$ cat src/rtl/adder_arbiter_pkg.sv
`default_nettype none
// ---------------------------------------------------------------------------
// Module   : adder_arb_defs (package)
// Purpose  : Shared widths, FSM state encoding and grant helper for the
//            two-requester adder arbiter.
// Revision : 1.0 - initial release
// ---------------------------------------------------------------------------
package adder_arb_defs;

  localparam int OP_W  = 5;  // operand width
  localparam int SUM_W = 6;  // result width: {cout, sum[4:0]}

  typedef enum logic [1:0] {
    ST_IDLE = 2'd0,
    ST_CALC = 2'd1,
    ST_HOLD = 2'd2
  } state_t;

  // Winner among the two requesters: a lone requester always wins, a tie
  // is broken by the round-robin pointer. Returns the requester index.
  function automatic logic pick_grant(input logic v0, input logic v1, input logic ptr);
    return (v0 && v1) ? ptr : v1;
  endfunction

endpackage
`default_nettype wire

$ cat src/rtl/adder_arbiter_if.sv
`default_nettype none
// ---------------------------------------------------------------------------
// Module   : adder_arbiter_if
// Purpose  : Requester, response and status signals of the adder arbiter.
//            slave = arbiter side, master = requester/consumer side.
// Revision : 1.0 - initial release
// ---------------------------------------------------------------------------
interface adder_arbiter_if;
  import adder_arb_defs::*;

  logic             req0_valid;
  logic [OP_W-1:0]  req0_x;
  logic [OP_W-1:0]  req0_y;
  logic             req0_ready;

  logic             req1_valid;
  logic [OP_W-1:0]  req1_x;
  logic [OP_W-1:0]  req1_y;
  logic             req1_ready;

  logic             resp_valid;
  logic             resp_ready;
  logic [SUM_W-1:0] resp_sum;
  logic             resp_id;

  logic             busy;

  modport slave (
    input  req0_valid, req0_x, req0_y,
    output req0_ready,
    input  req1_valid, req1_x, req1_y,
    output req1_ready,
    output resp_valid, resp_sum, resp_id,
    input  resp_ready,
    output busy
  );

  modport master (
    output req0_valid, req0_x, req0_y,
    input  req0_ready,
    output req1_valid, req1_x, req1_y,
    input  req1_ready,
    input  resp_valid, resp_sum, resp_id,
    output resp_ready,
    input  busy
  );

endinterface
`default_nettype wire

$ cat src/rtl/adder_arbiter_adder.sv
`default_nettype none
// ---------------------------------------------------------------------------
// Module   : five_bit_adder
// Purpose  : Unsigned 5-bit adder with carry out. Purely combinational.
// Revision : 1.0 - initial release
// ---------------------------------------------------------------------------
module five_bit_adder (
  input  wire logic [4:0] i_a,
  input  wire logic [4:0] i_b,
  output logic      [4:0] o_z,
  output logic            o_cout
);

  // Zero-extend both operands so the carry lands in the top bit.
  assign {o_cout, o_z} = {1'b0, i_a} + {1'b0, i_b};

endmodule
`default_nettype wire

$ cat src/rtl/adder_arbiter.sv
`default_nettype none
// ---------------------------------------------------------------------------
// Module   : adder_arbiter
// Purpose  : Round-robin arbiter between two operand requesters feeding a
//            single registered 5-bit adder. One operation in flight at a
//            time: IDLE (accept) -> CALC (add) -> HOLD (present result).
// Revision : 1.0 - initial release
// ---------------------------------------------------------------------------
module adder_arbiter
  import adder_arb_defs::*;
(
  input  wire logic  clk,
  input  wire logic  rst,
  adder_arbiter_if.slave bus
);

  state_t           r_state;
  state_t           w_state_nxt;
  logic             r_ptr;
  logic             r_id;
  logic [OP_W-1:0]  r_x;
  logic [OP_W-1:0]  r_y;
  logic [SUM_W-1:0] r_sum;

  logic             w_grant;
  logic             w_rdy0;
  logic             w_rdy1;
  logic             w_accept;
  logic             w_resp_valid;
  logic             w_resp_fire;
  logic [OP_W-1:0]  w_z;
  logic             w_cout;

  // Arbitration winner for the current cycle; only used while idle.
  always_comb begin
    w_grant = pick_grant(bus.req0_valid, bus.req1_valid, r_ptr);
  end

  // Next-state and handshake decode. Ready is withheld during reset so
  // nothing can be accepted while the block is being cleared.
  always_comb begin
    w_state_nxt  = r_state;
    w_rdy0       = 1'b0;
    w_rdy1       = 1'b0;
    w_accept     = 1'b0;
    w_resp_valid = 1'b0;
    w_resp_fire  = 1'b0;
    case (r_state)
      ST_IDLE: begin
        if (!rst) begin
          w_rdy0   = bus.req0_valid && !w_grant;
          w_rdy1   = bus.req1_valid &&  w_grant;
          w_accept = w_rdy0 || w_rdy1;
        end
        if (w_accept) begin
          w_state_nxt = ST_CALC;
        end
      end
      ST_CALC: begin
        w_state_nxt = ST_HOLD;
      end
      ST_HOLD: begin
        w_resp_valid = 1'b1;
        if (bus.resp_ready) begin
          w_resp_fire = 1'b1;
          w_state_nxt = ST_IDLE;
        end
      end
      default: begin
        w_state_nxt = ST_IDLE;
      end
    endcase
  end

  // State register.
  always_ff @(posedge clk or posedge rst) begin
    if (rst) begin
      r_state <= ST_IDLE;
    end else begin
      r_state <= w_state_nxt;
    end
  end

  // Capture the winning requester's operands and identity on acceptance.
  always_ff @(posedge clk or posedge rst) begin
    if (rst) begin
      r_x  <= '0;
      r_y  <= '0;
      r_id <= 1'b0;
    end else if (w_accept) begin
      r_x  <= w_grant ? bus.req1_x : bus.req0_x;
      r_y  <= w_grant ? bus.req1_y : bus.req0_y;
      r_id <= w_grant;
    end
  end

  // The single adder sees only the operand registers.
  five_bit_adder u_adder (
    .i_a    (r_x),
    .i_b    (r_y),
    .o_z    (w_z),
    .o_cout (w_cout)
  );

  // Register the sum in CALC; it then stays put through HOLD.
  always_ff @(posedge clk or posedge rst) begin
    if (rst) begin
      r_sum <= '0;
    end else if (r_state == ST_CALC) begin
      r_sum <= {w_cout, w_z};
    end
  end

  // Round-robin pointer moves only when a result is consumed, and then
  // favours the requester that was not just served.
  always_ff @(posedge clk or posedge rst) begin
    if (rst) begin
      r_ptr <= 1'b0;
    end else if (w_resp_fire) begin
      r_ptr <= ~r_id;
    end
  end

  assign bus.req0_ready = w_rdy0;
  assign bus.req1_ready = w_rdy1;
  assign bus.resp_valid = w_resp_valid;
  assign bus.resp_sum   = r_sum;
  assign bus.resp_id    = r_id;
  assign bus.busy       = (r_state != ST_IDLE);

endmodule
`default_nettype wire

$ cat src/flat_wrapper.sv
// flat-port wrapper written by rule: the top's interface ports become plain ports
module adder_arbiter_flat import adder_arb_defs::*;
  (clk, rst, bus_req0_valid, bus_req0_x, bus_req0_y, bus_req0_ready, bus_req1_valid, bus_req1_x, bus_req1_y, bus_req1_ready, bus_resp_valid, bus_resp_sum, bus_resp_id, bus_resp_ready, bus_busy);
  adder_arbiter_if bus_i ();
  input  wire logic clk;
  input  wire logic rst;
  input wire logic [$bits(bus_i.req0_valid)-1:0] bus_req0_valid;
  input wire logic [$bits(bus_i.req0_x)-1:0] bus_req0_x;
  input wire logic [$bits(bus_i.req0_y)-1:0] bus_req0_y;
  output wire logic [$bits(bus_i.req0_ready)-1:0] bus_req0_ready;
  input wire logic [$bits(bus_i.req1_valid)-1:0] bus_req1_valid;
  input wire logic [$bits(bus_i.req1_x)-1:0] bus_req1_x;
  input wire logic [$bits(bus_i.req1_y)-1:0] bus_req1_y;
  output wire logic [$bits(bus_i.req1_ready)-1:0] bus_req1_ready;
  output wire logic [$bits(bus_i.resp_valid)-1:0] bus_resp_valid;
  output wire logic [$bits(bus_i.resp_sum)-1:0] bus_resp_sum;
  output wire logic [$bits(bus_i.resp_id)-1:0] bus_resp_id;
  input wire logic [$bits(bus_i.resp_ready)-1:0] bus_resp_ready;
  output wire logic [$bits(bus_i.busy)-1:0] bus_busy;
  assign bus_i.req0_valid = bus_req0_valid;
  assign bus_i.req0_x = bus_req0_x;
  assign bus_i.req0_y = bus_req0_y;
  assign bus_req0_ready = bus_i.req0_ready;
  assign bus_i.req1_valid = bus_req1_valid;
  assign bus_i.req1_x = bus_req1_x;
  assign bus_i.req1_y = bus_req1_y;
  assign bus_req1_ready = bus_i.req1_ready;
  assign bus_resp_valid = bus_i.resp_valid;
  assign bus_resp_sum = bus_i.resp_sum;
  assign bus_resp_id = bus_i.resp_id;
  assign bus_i.resp_ready = bus_resp_ready;
  assign bus_busy = bus_i.busy;
  adder_arbiter u_core (.clk(clk), .rst(rst), .bus(bus_i));
endmodule
$ cat config.mk
export PLATFORM = sky130hd
export DESIGN_NAME = adder_arbiter_flat
export DESIGN_NICKNAME = d
export VERILOG_FILES = /design/src/rtl/adder_arbiter_pkg.sv /design/src/rtl/adder_arbiter_if.sv /design/src/rtl/adder_arbiter_adder.sv /design/src/rtl/adder_arbiter.sv /design/src/flat_wrapper.sv
export SDC_FILE = /design/constraint.sdc
export NUM_CORES = 1
export LEC_CHECK = 0
export CAP_MARGIN = 30
export CORE_AREA = 3 3 52 54
export DETAILED_ROUTE_END_ITERATION = 12
export DIE_AREA = 0 0 55 57
export GPL_ROUTABILITY_DRIVEN = 0
export PLACE_DENSITY = 0.82
export SLEW_MARGIN = 20
export SYNTH_ARGS = -nofsm -noshare
export SYNTH_HDL_FRONTEND = slang
export SYNTH_HIERARCHICAL = 1
export SYNTH_SLANG_ARGS = --single-unit
$ cat constraint.sdc
create_clock -name clk -period 4 [get_ports clk]
set_input_delay 0.6 -clock clk [delete_from_list [all_inputs] [get_ports clk]]
set_output_delay 0.6 -clock clk [all_outputs]
set_load 0.01 [all_outputs]
Word level (Yosys, flattened, before mapping)
Cells that the tools add are included.
{ "op_classes": {"n_eq_ne": 4, "reduce_logical": 8, "bitwise": 1, "add_sub_neg": 1, "n_mux": 16} }
{ "op_table": {"columns": ["cell", "n"], "rows": [
  ["$mux 1", 11],
  ["$mux 5", 2],
  ["$add 5x5->6", 1],
  ["$pmux 2 s3", 1],
  ["$mux 2", 2],
  ["$ne 2x2->1 const B", 2],
  ["$logic_and 1x1->1", 3],
  ["$eq 2x1->1 const B", 1],
  ["$eq 2x2->1 const B", 1],
  ["$logic_not 2->1", 1],
  ["$reduce_and 2->1", 1],
  ["$reduce_bool 2->1", 1],
  ["$logic_not 1->1", 1],
  ["$logic_or 1x1->1", 1],
  ["$not 1->1", 1]
]} }
{ "word_totals": {"output_inout_bits": 11, "word_cells": 36, "ff_bits": 20, "input_bits": 25} }

Logic depth before layout (Yosys ltp)
Gate-level depths: netlist (run 1).
{ "depth": {"ltp_word": 9, "mapped_depth": 6, "depth_no_buf": 6} }

Hierarchy
The synthesis (run 1) kept the hierarchy.
{ "by_module_without_submodules": {"columns": ["mod", "instances", "seq_area_each_um2", "area_per_inst_um2", "cells_per_inst"], "rows": [
  ["adder_arbiter", 1, 500.5, 958.4, 72],
  ["five_bit_adder", 1, 0.0, 158.9, 17]
]} }

Worst setup path after synthesis (run 1)
No wires, ideal clock.
{ "synth_path": {"path_type": "reg2reg", "startpoint": "reg u_core.r_x[0]", "endpoint": "reg u_core.r_sum[4] (netlist: u_core/bus.resp_sum[4])", "synth_period_minus_slack_ps": 1772, "arrival_ps": 1644, "setup_time_ps": 128, "required_time_ps": 3872, "path_buffers": 0, "slack_ps": 2228, "path_stages_with_launch": 7, "path_cell_list": "dfrtp_1 ha_1 fa_1 a21o_1 a21oi_1 xnor2_1 mux2_1"} }
{ "synth_between": {"elab_chain_len": 1} }
{ "synth_rtl": {"columns": ["item", "line", "text"], "rows": [
  ["from (decl)", "adder_arbiter.sv:21", "logic [OP_W-1:0] r_x;"],
  ["from (signal assigned)", "adder_arbiter.sv:91", "r_x <= w_grant ? bus.req1_x : bus.req0_x;"],
  ["$add 5x5->6", "adder_arbiter_adder.sv:15", "assign {o_cout, o_z} = {1'b0, i_a} + {1'b0, i_b};"],
  ["net u_core.w_z[4]", "adder_arbiter.sv:31", "logic [OP_W-1:0] w_z;"],
  ["to (signal assigned)", "adder_arbiter.sv:110", "r_sum <= {w_cout, w_z};"],
  ["to (decl)", "adder_arbiter.sv:23", "logic [SUM_W-1:0] r_sum;"]
]} }
The timed path passes the listed nets, and every way through them passes these cells.
A chain may end at the register's enable or synchronous reset.

Worst setup path after layout (run 1)
{ "layout_path": {"startpoint": "in bus_req0_valid", "endpoint": "out bus_req1_ready"} }
{ "layout_between": {"elab_chain_len": 5} }
{ "layout_rtl": {"columns": ["item", "line", "text"], "rows": [
  ["from (decl)", "flat_wrapper.sv:7", "input wire logic [$bits(bus_i.req0_valid)-1:0] bus_req0_valid;"],
  ["$logic_and 1x1->1", "adder_arbiter_pkg.sv:22", "return (v0 && v1) ? ptr : v1;"],
  ["$mux 1", "adder_arbiter_pkg.sv:22", null],
  ["$logic_and 1x1->1", "adder_arbiter.sv:52", "w_rdy1 = bus.req1_valid && w_grant;"],
  ["$mux 1", "adder_arbiter.sv:50", "if (!rst) begin"],
  ["$mux 1", "adder_arbiter.sv:48", "case (r_state)"],
  ["to (decl)", "flat_wrapper.sv:14", "output wire logic [$bits(bus_i.req1_ready)-1:0] bus_req1_ready;"]
]} }
No other way between the ends.

==> impl_metrics.env, run 1 <==
export IMPL_outcome="completed"
export IMPL_skew_ps=3.839
export IMPL_ys_async_sr_fraction=1.000
export IMPL_critPathKind="input port to output port"
export IMPL_synth_edf_count=0
export IMPL_synthesis_area_um2=1117
export IMPL_p_leak_nw=0.5982
export IMPL_core_um2=2255
export IMPL_grt_pass1_vias=880
export IMPL_power_per_cell_area_nw_per_um2=668.2
export IMPL_rows=17
export IMPL_min_period_over_period=0.7652
export IMPL_fin_tns_setup_ps=0
export IMPL_vias_per_cell=5.599
export IMPL_ff_latch_area_um2=500.5
export IMPL_totalWireLength_um=2313
export IMPL_end_kind="output port"
export IMPL_start_util=0.4956
export IMPL_nets=156
export IMPL_drc=0
export IMPL_cts_clk_slew_worst_paths_ps=110
export IMPL_crit_chain="clkdlybuf4s50_1 > nor2b_1 > nand2b_1 > nor2_1 > clkdlybuf4s50_1"
export IMPL_port_buffers=35
export IMPL_rr_worst_depth=6
export IMPL_startpoint_type="input port"
export IMPL_maxCapViolCount=0
export IMPL_multi_input_area_um2=578.1
export IMPL_grt_start_max_net_pins=21
export IMPL_cts_tree="done"
export IMPL_area_growth_pct=35.27
export IMPL_grt_pass1_wl_um=3719
export IMPL_clkLatencyLatePin_ps=290
export IMPL_antenna_found_initial=0
export IMPL_dieWidth_um=55
export IMPL_critPathMaxFanout=11
export IMPL_cts_setup_buffers=0
export IMPL_synth_fp_nets=120
export IMPL_track_usage=0.1612
export IMPL_max_stage_delay_ps=620
export IMPL_cp_slowest_cell="nor2b_1"
export IMPL_synth_cell_types=30
export IMPL_clk_path_buf_depth=2
export IMPL_die_area_um2=3135
export IMPL_cts_resized=0
export IMPL_min_path_type="flip-flop to flip-flop"
export IMPL_synth_seq_area_share=0.4479
export IMPL_slew_headroom=0.5005
export IMPL_cts_root_buffer="clkbuf_4"
export IMPL_wire_per_inst_um=15.22
export IMPL_min_path_cells=1
export IMPL_postLayoutCellArea_um2=1511
export IMPL_die_h_um=57
export IMPL_ys_top_cells_by_area="dfrtp_1 45%, a2bb2oi_2 12%, o32ai_1 7.8%"
export IMPL_cts_hold_buf=0
export IMPL_synth_top_area_frac=0.4479
export IMPL_clock_sinks=20
export IMPL_critPathMostFrequentCell="clkdlybuf4s50_1"
export IMPL_yosys_warnings=6
export IMPL_synth_avg_cell_area_um2=12.55
export IMPL_required_ps=3400
export IMPL_arrival_ps=2460
export IMPL_vias=851
export IMPL_hpwl_um=1827
export IMPL_drt_initial_drc_count=9
export IMPL_cts_buffers=3
export IMPL_place_area_um2=1475
export IMPL_tightest_slew_ps=748.5
export IMPL_timing_fmax_ghz=0.3267
export IMPL_whs_ps=501.0
export IMPL_drive_gt1_frac=0.1452
export IMPL_synth_top_area_cell="dfrtp_1"
export IMPL_ios=36
export IMPL_ys_seq_elements=20
export IMPL_diodes=0
export IMPL_hold_viol_final=0
export IMPL_rsz0062_at_grt="false"
export IMPL_antenna_left=0
export IMPL_syn_inst=89
export IMPL_fillers=198
export IMPL_ys_flop_type="dfrtp_1"
export IMPL_fin_crit_ps=3061
export IMPL_cts_max_level=1
export IMPL_grt_ovfl_total=0
export IMPL_finalSetupViolCount=0
export IMPL_peakVddDrop_uv=320.5
export IMPL_firstDrtPassIters=4
export IMPL_final_max_slew_viol_count=0
[state kept, by name, indices dropped and copies added, names as in the netlist]
name / cells
u_core/r_x: 5
u_core/r_y: 5
u_core/r_ptr: 1
u_core/r_state: 2
u_core/bus.resp_sum: 6
u_core/bus.resp_id: 1
[cells in the final DEF (no fill, tap or decap)]
master,netlist,routed
clkdlybuf4s50_1,0,35
dfrtp_1,20,20
o32ai_1,10,10
a2bb2oi_2,9,9
mux2_1,6,6
nor2_1,5,5
ha_1,5,5
nand2b_1,4,4
clkbuf_4,0,3
nand2_1,2,2
o21ai_0,2,2
inv_1,2,2
o211ai_1,2,2
a21oi_1,2,2
xnor2_1,2,2
clkbuf_8,0,1
or3_4,1,1
nor2_4,1,1
inv_2,1,1
nor2b_1,1,1
a21bo_1,1,1
or2_1,1,1
nor2_2,1,1
nand3b_1,1,1
a2bb2oi_1,1,1
a211o_1,1,1
a21o_1,1,1
o21ai_2,1,1
xor2_1,1,1
fa_1,1,1
[path summary, 6_finish.rpt]
check / start / slack (ps) / to
max: bus_req0_valid / 940 / bus_req1_ready
min: u_core/bus.resp_sum[3]$_DFFE_PP0N_ / 500 / u_core/bus.resp_sum[3]$_DFFE_PP0N_
max reg2reg: u_core/r_x[0]$_DFFE_PP0P_ / 2100 / u_core/bus.resp_sum[4]$_DFFE_PP0N_
min reg2reg: u_core/bus.resp_sum[3]$_DFFE_PP0N_ / 500 / u_core/bus.resp_sum[3]$_DFFE_PP0N_
max in group asynchronous: rst / 2720 / u_core/r_x[2]$_DFFE_PP0P_
min in group asynchronous: rst / 810 / u_core/r_ptr$_DFFE_PP0P_
[layout make-up]
| cell class | count | share of cell area |
|---|---|---|
| multi-input cells | 62 | 0.3824 |
| clock buffers | 4 | 0.02401 |
| flip-flops and latches | 20 | 0.3311 |
| repair buffers | 35 | 0.2318 |
| inverters | 3 | 0.007450 |
| well taps | 28 | 0.02318 |
[worst max-delay path, delay by kind of cell]
family	cells	cell delay (ps)
buffers and inverters	2	980
and+or+nand+nor	3	880
[metrics by stage]
step	worst slack [ps]	power (mW)	instances	util
2_1_floorplan	2228	0.7293	89	-
3_3_place_gp	1045	0.8841	148	0.6543
5_1_grt	847.7	1.094	152	0.6704
3_5_place_dp	983.7	0.9066	148	0.6543
4_1_cts	955.3	1.023	152	0.6704
6_report	939.0	1.010	152	0.6704
[logic make-up (layout without fill, tap and decap cells)]
kind of cell | after synthesis | after routing | share of synthesized area
AO/OA/AOI/OAI | 30 | 30 | 0.2699
flip-flops | 20 | 20 | 0.4479
AND/OR/NAND/NOR | 17 | 17 | 0.08960
buffers and inverters | 7 | 42 | 0.03471
adder cells (fa/ha/maj) | 6 | 6 | 0.07391
multiplexers | 6 | 6 | 0.06047
XOR/XNOR | 3 | 3 | 0.02352
[where the power goes]
group          switching (mW)  internal [mW]  total [mW]
combinational           0.222          0.313       0.536
sequential             0.0678          0.292       0.359
clock                  0.0593         0.0554       0.115
[per-layer routing]
layer,GRT usage,wire length [um],up-vias
met3,0.03655,116,2
met1,0.1902,943,413
met2,0.2804,1246,25
met5,0,0,-
li1,-,-,411
met4,0.05208,7,0
[cells in the mapped netlist, types with 4 or more instances]
master,n
dfrtp_1,20
o32ai_1,10
a2bb2oi_2,9
mux2_1,6
ha_1,5
nor2_1,5
nand2b_1,4
(Power assumes the default switching activity.)
==> run 2: changes to the inputs <==
--- a/config.mk
+++ b/config.mk
@@ -6,11 +6,11 @@
 export NUM_CORES = 1
 export LEC_CHECK = 0
 export CAP_MARGIN = 30
-export CORE_AREA = 3 3 52 54
+export CORE_AREA = 3 3 54 56
 export DETAILED_ROUTE_END_ITERATION = 12
-export DIE_AREA = 0 0 55 57
+export DIE_AREA = 0 0 57 59
 export GPL_ROUTABILITY_DRIVEN = 0
-export PLACE_DENSITY = 0.82
+export PLACE_DENSITY = 0.77
 export SLEW_MARGIN = 20
 export SYNTH_ARGS = -nofsm -noshare
 export SYNTH_HDL_FRONTEND = slang
==> constraint.sdc (replaced) <==
create_clock -name clk -period 3.2 [get_ports clk]
set_input_delay 0.48 -clock clk [delete_from_list [all_inputs] [get_ports clk]]
set_output_delay 0.48 -clock clk [all_outputs]
set_load 0.01 [all_outputs]
==> impl_metrics.env, run 2 (synthesis results as in run 1) <==
export IMPL_wire_per_inst_um=16.14
export IMPL_die_h_um=59
export IMPL_fillers=209
export IMPL_reg2reg_to="u_core/bus.resp_sum[4]$_DFFE_PP0N_"
export IMPL_grt_pass1_vias=890
export IMPL_cts_root_buffer="clkbuf_4"
export IMPL_diodes=0
export IMPL_cts_resized=0
export IMPL_power_per_cell_area_nw_per_um2=838.6
export IMPL_clock_sinks=20
export IMPL_antenna_left=0
export IMPL_firstDrtPassIters=4
export IMPL_outcome="completed"
export IMPL_vias_per_cell=5.526
export IMPL_hold_viol_final=0
export IMPL_slew_headroom=0.4785
export IMPL_rr_worst_depth=6
export IMPL_peakVddDrop_uv=473.9
export IMPL_r2r_start="u_core/r_x[0]$_DFFE_PP0P_"
export IMPL_cts_clk_slew_worst_paths_ps=110
export IMPL_startpoint_type="input port"
export IMPL_fin_tns_setup_ps=0
export IMPL_cp_slowest_cell="nor2b_1"
export IMPL_p_leak_nw=0.5982
export IMPL_rsz0062_at_grt="false"
export IMPL_cts_tree="done"
export IMPL_skew_ps=2.126
export IMPL_core_um2=2477
export IMPL_hold_end="u_core/bus.resp_sum[3]$_DFFE_PP0N_"
export IMPL_setup_slack_ps=359.2
export IMPL_dieWidth_um=57
export IMPL_end_kind="output port"
export IMPL_critPathMaxFanout=11
export IMPL_tightest_slew_ps=780.6
export IMPL_hpwl_um=1895
export IMPL_cts_setup_buffers=0
export IMPL_cts_buffers=3
export IMPL_grt_start_max_net_pins=21
export IMPL_die_area_um2=3363
export IMPL_maxCapViolCount=0
export IMPL_grt_pass1_wl_um=4098
export IMPL_worst_path_buf_inv=2
export IMPL_max_stage_delay_ps=650
export IMPL_cts_hold_buf=0
export IMPL_arrival_ps=2360
export IMPL_crit_chain="clkdlybuf4s50_1 > nor2b_1 > nand2b_1 > nor2_1 > clkdlybuf4s50_1"
export IMPL_final_max_slew_viol_count=0
export IMPL_port_buffers=35
export IMPL_nets=156
export IMPL_rows=18
export IMPL_fin_crit_ps=2841
export IMPL_ios=36
export IMPL_totalWireLength_um=2486
export IMPL_grt_ovfl_total=0
export IMPL_finalSetupViolCount=0
export IMPL_min_period_over_period=0.8877
export IMPL_area_growth_pct=35.50
export IMPL_critPathMostFrequentCell="clkdlybuf4s50_1"
export IMPL_rrSetupSlack_ps=1300
export IMPL_drive_gt1_frac=0.1452
export IMPL_track_usage=0.1606
export IMPL_drt_initial_drc_count=19
export IMPL_hold_path_startpoint="u_core/bus.resp_sum[3]$_DFFE_PP0N_"
export IMPL_layout_common_cells="35 x clkdlybuf4s50_1, 20 x dfrtp_1, 10 x o32ai_1, 9 x a2bb2oi_2, 6 x mux2_1"
export IMPL_final_common_cell="clkdlybuf4s50_1"
export IMPL_timing_fmax_ghz=0.3520
export IMPL_critPathKind="input port to output port"
export IMPL_path_delay_family="buffers and inverters"
export IMPL_clk_path_buf_depth=2
export IMPL_min_path_type="flip-flop to flip-flop"
export IMPL_vias=851
export IMPL_instances_no_fill=154
export IMPL_start_util=0.4510
export IMPL_largest_reg_flops=6
export IMPL_pre_cts_ws_ps=383.9
export IMPL_whs_ps=500.0
export IMPL_required_ps=2720
export IMPL_drc=0
export IMPL_min_path_cells=1
export IMPL_dpl_cell_count=150
export IMPL_clkLatencyLatePin_ps=300
export IMPL_cts_max_level=1
export IMPL_antenna_found_initial=0
==> run 2: cell counts in the layout (fill, tap and decap cells not counted) <==
No cell type changed its count.
==> run 2: worst max path at each step <==
stage                              start                                 end  cells past startpoint  slack (ps)
2_1_floorplan  u_core/r_x[0]$_DFFE_PP0P_  u_core/bus.resp_sum[4]$_DFFE_PP0N_                      6        1430
3_3_place_gp              bus_req0_valid                      bus_req1_ready                      5         410
3_5_place_dp              bus_req0_valid                      bus_req1_ready                      5         380
4_1_cts                   bus_req0_valid                      bus_req1_ready                      5         380
5_1_grt                   bus_req0_valid                      bus_req1_ready                      5         240
6_report                  bus_req0_valid                      bus_req1_ready                      5         360
==> run 2: layer usage <==
layer | global-route usage | up-vias | part of all wire
met2 | 0.2692 | 23 | 0.48
met4 | 0.07285 | 0 | 0.018
met1 | 0.1961 | 418 | 0.46
met5 | 0 | - | 0
met3 | 0.03922 | 4 | 0.037
li1 | - | 406 | -
==> run 2: stage by stage <==
| step | utilization | power (mW) | instance area, um2 |
|---|---|---|---|
| after detailed placement | 0.5965 | 1.132 | 1478 |
| final | 0.6111 | 1.270 | 1514 |
| after floorplan | - | 0.9117 | 1117 |
| after global routing | 0.6111 | 1.374 | 1514 |
| after CTS | 0.6111 | 1.283 | 1514 |
| after global placement | 0.5965 | 1.106 | 1478 |
==> run 2: where the power goes <==
| group | internal [mW] | switching, mW | total [mW] |
|---|---|---|---|
| registers | 0.365 | 0.0848 | 0.449 |
| clock network | 0.0694 | 0.0766 | 0.146 |
| logic | 0.390 | 0.284 | 0.674 |
==> run 2: area by class of cell <==
type,instances,area [um2],area share
clock buffers,4,36.28,0.02397
inverters,3,11.26,0.007438
multi-input cells,62,578.1,0.3818
flip-flops and latches,20,500.5,0.3306
well taps,30,37.54,0.02479
repair buffers,35,350.3,0.2314
==> run 2: worst reg2reg max path, stage by stage, from the launching register on <==
cell	delay (ps)
dfrtp_1	410
ha_1	240
fa_1	410
a21o_1	200
a21oi_1	190
xnor2_1	80
mux2_1	270
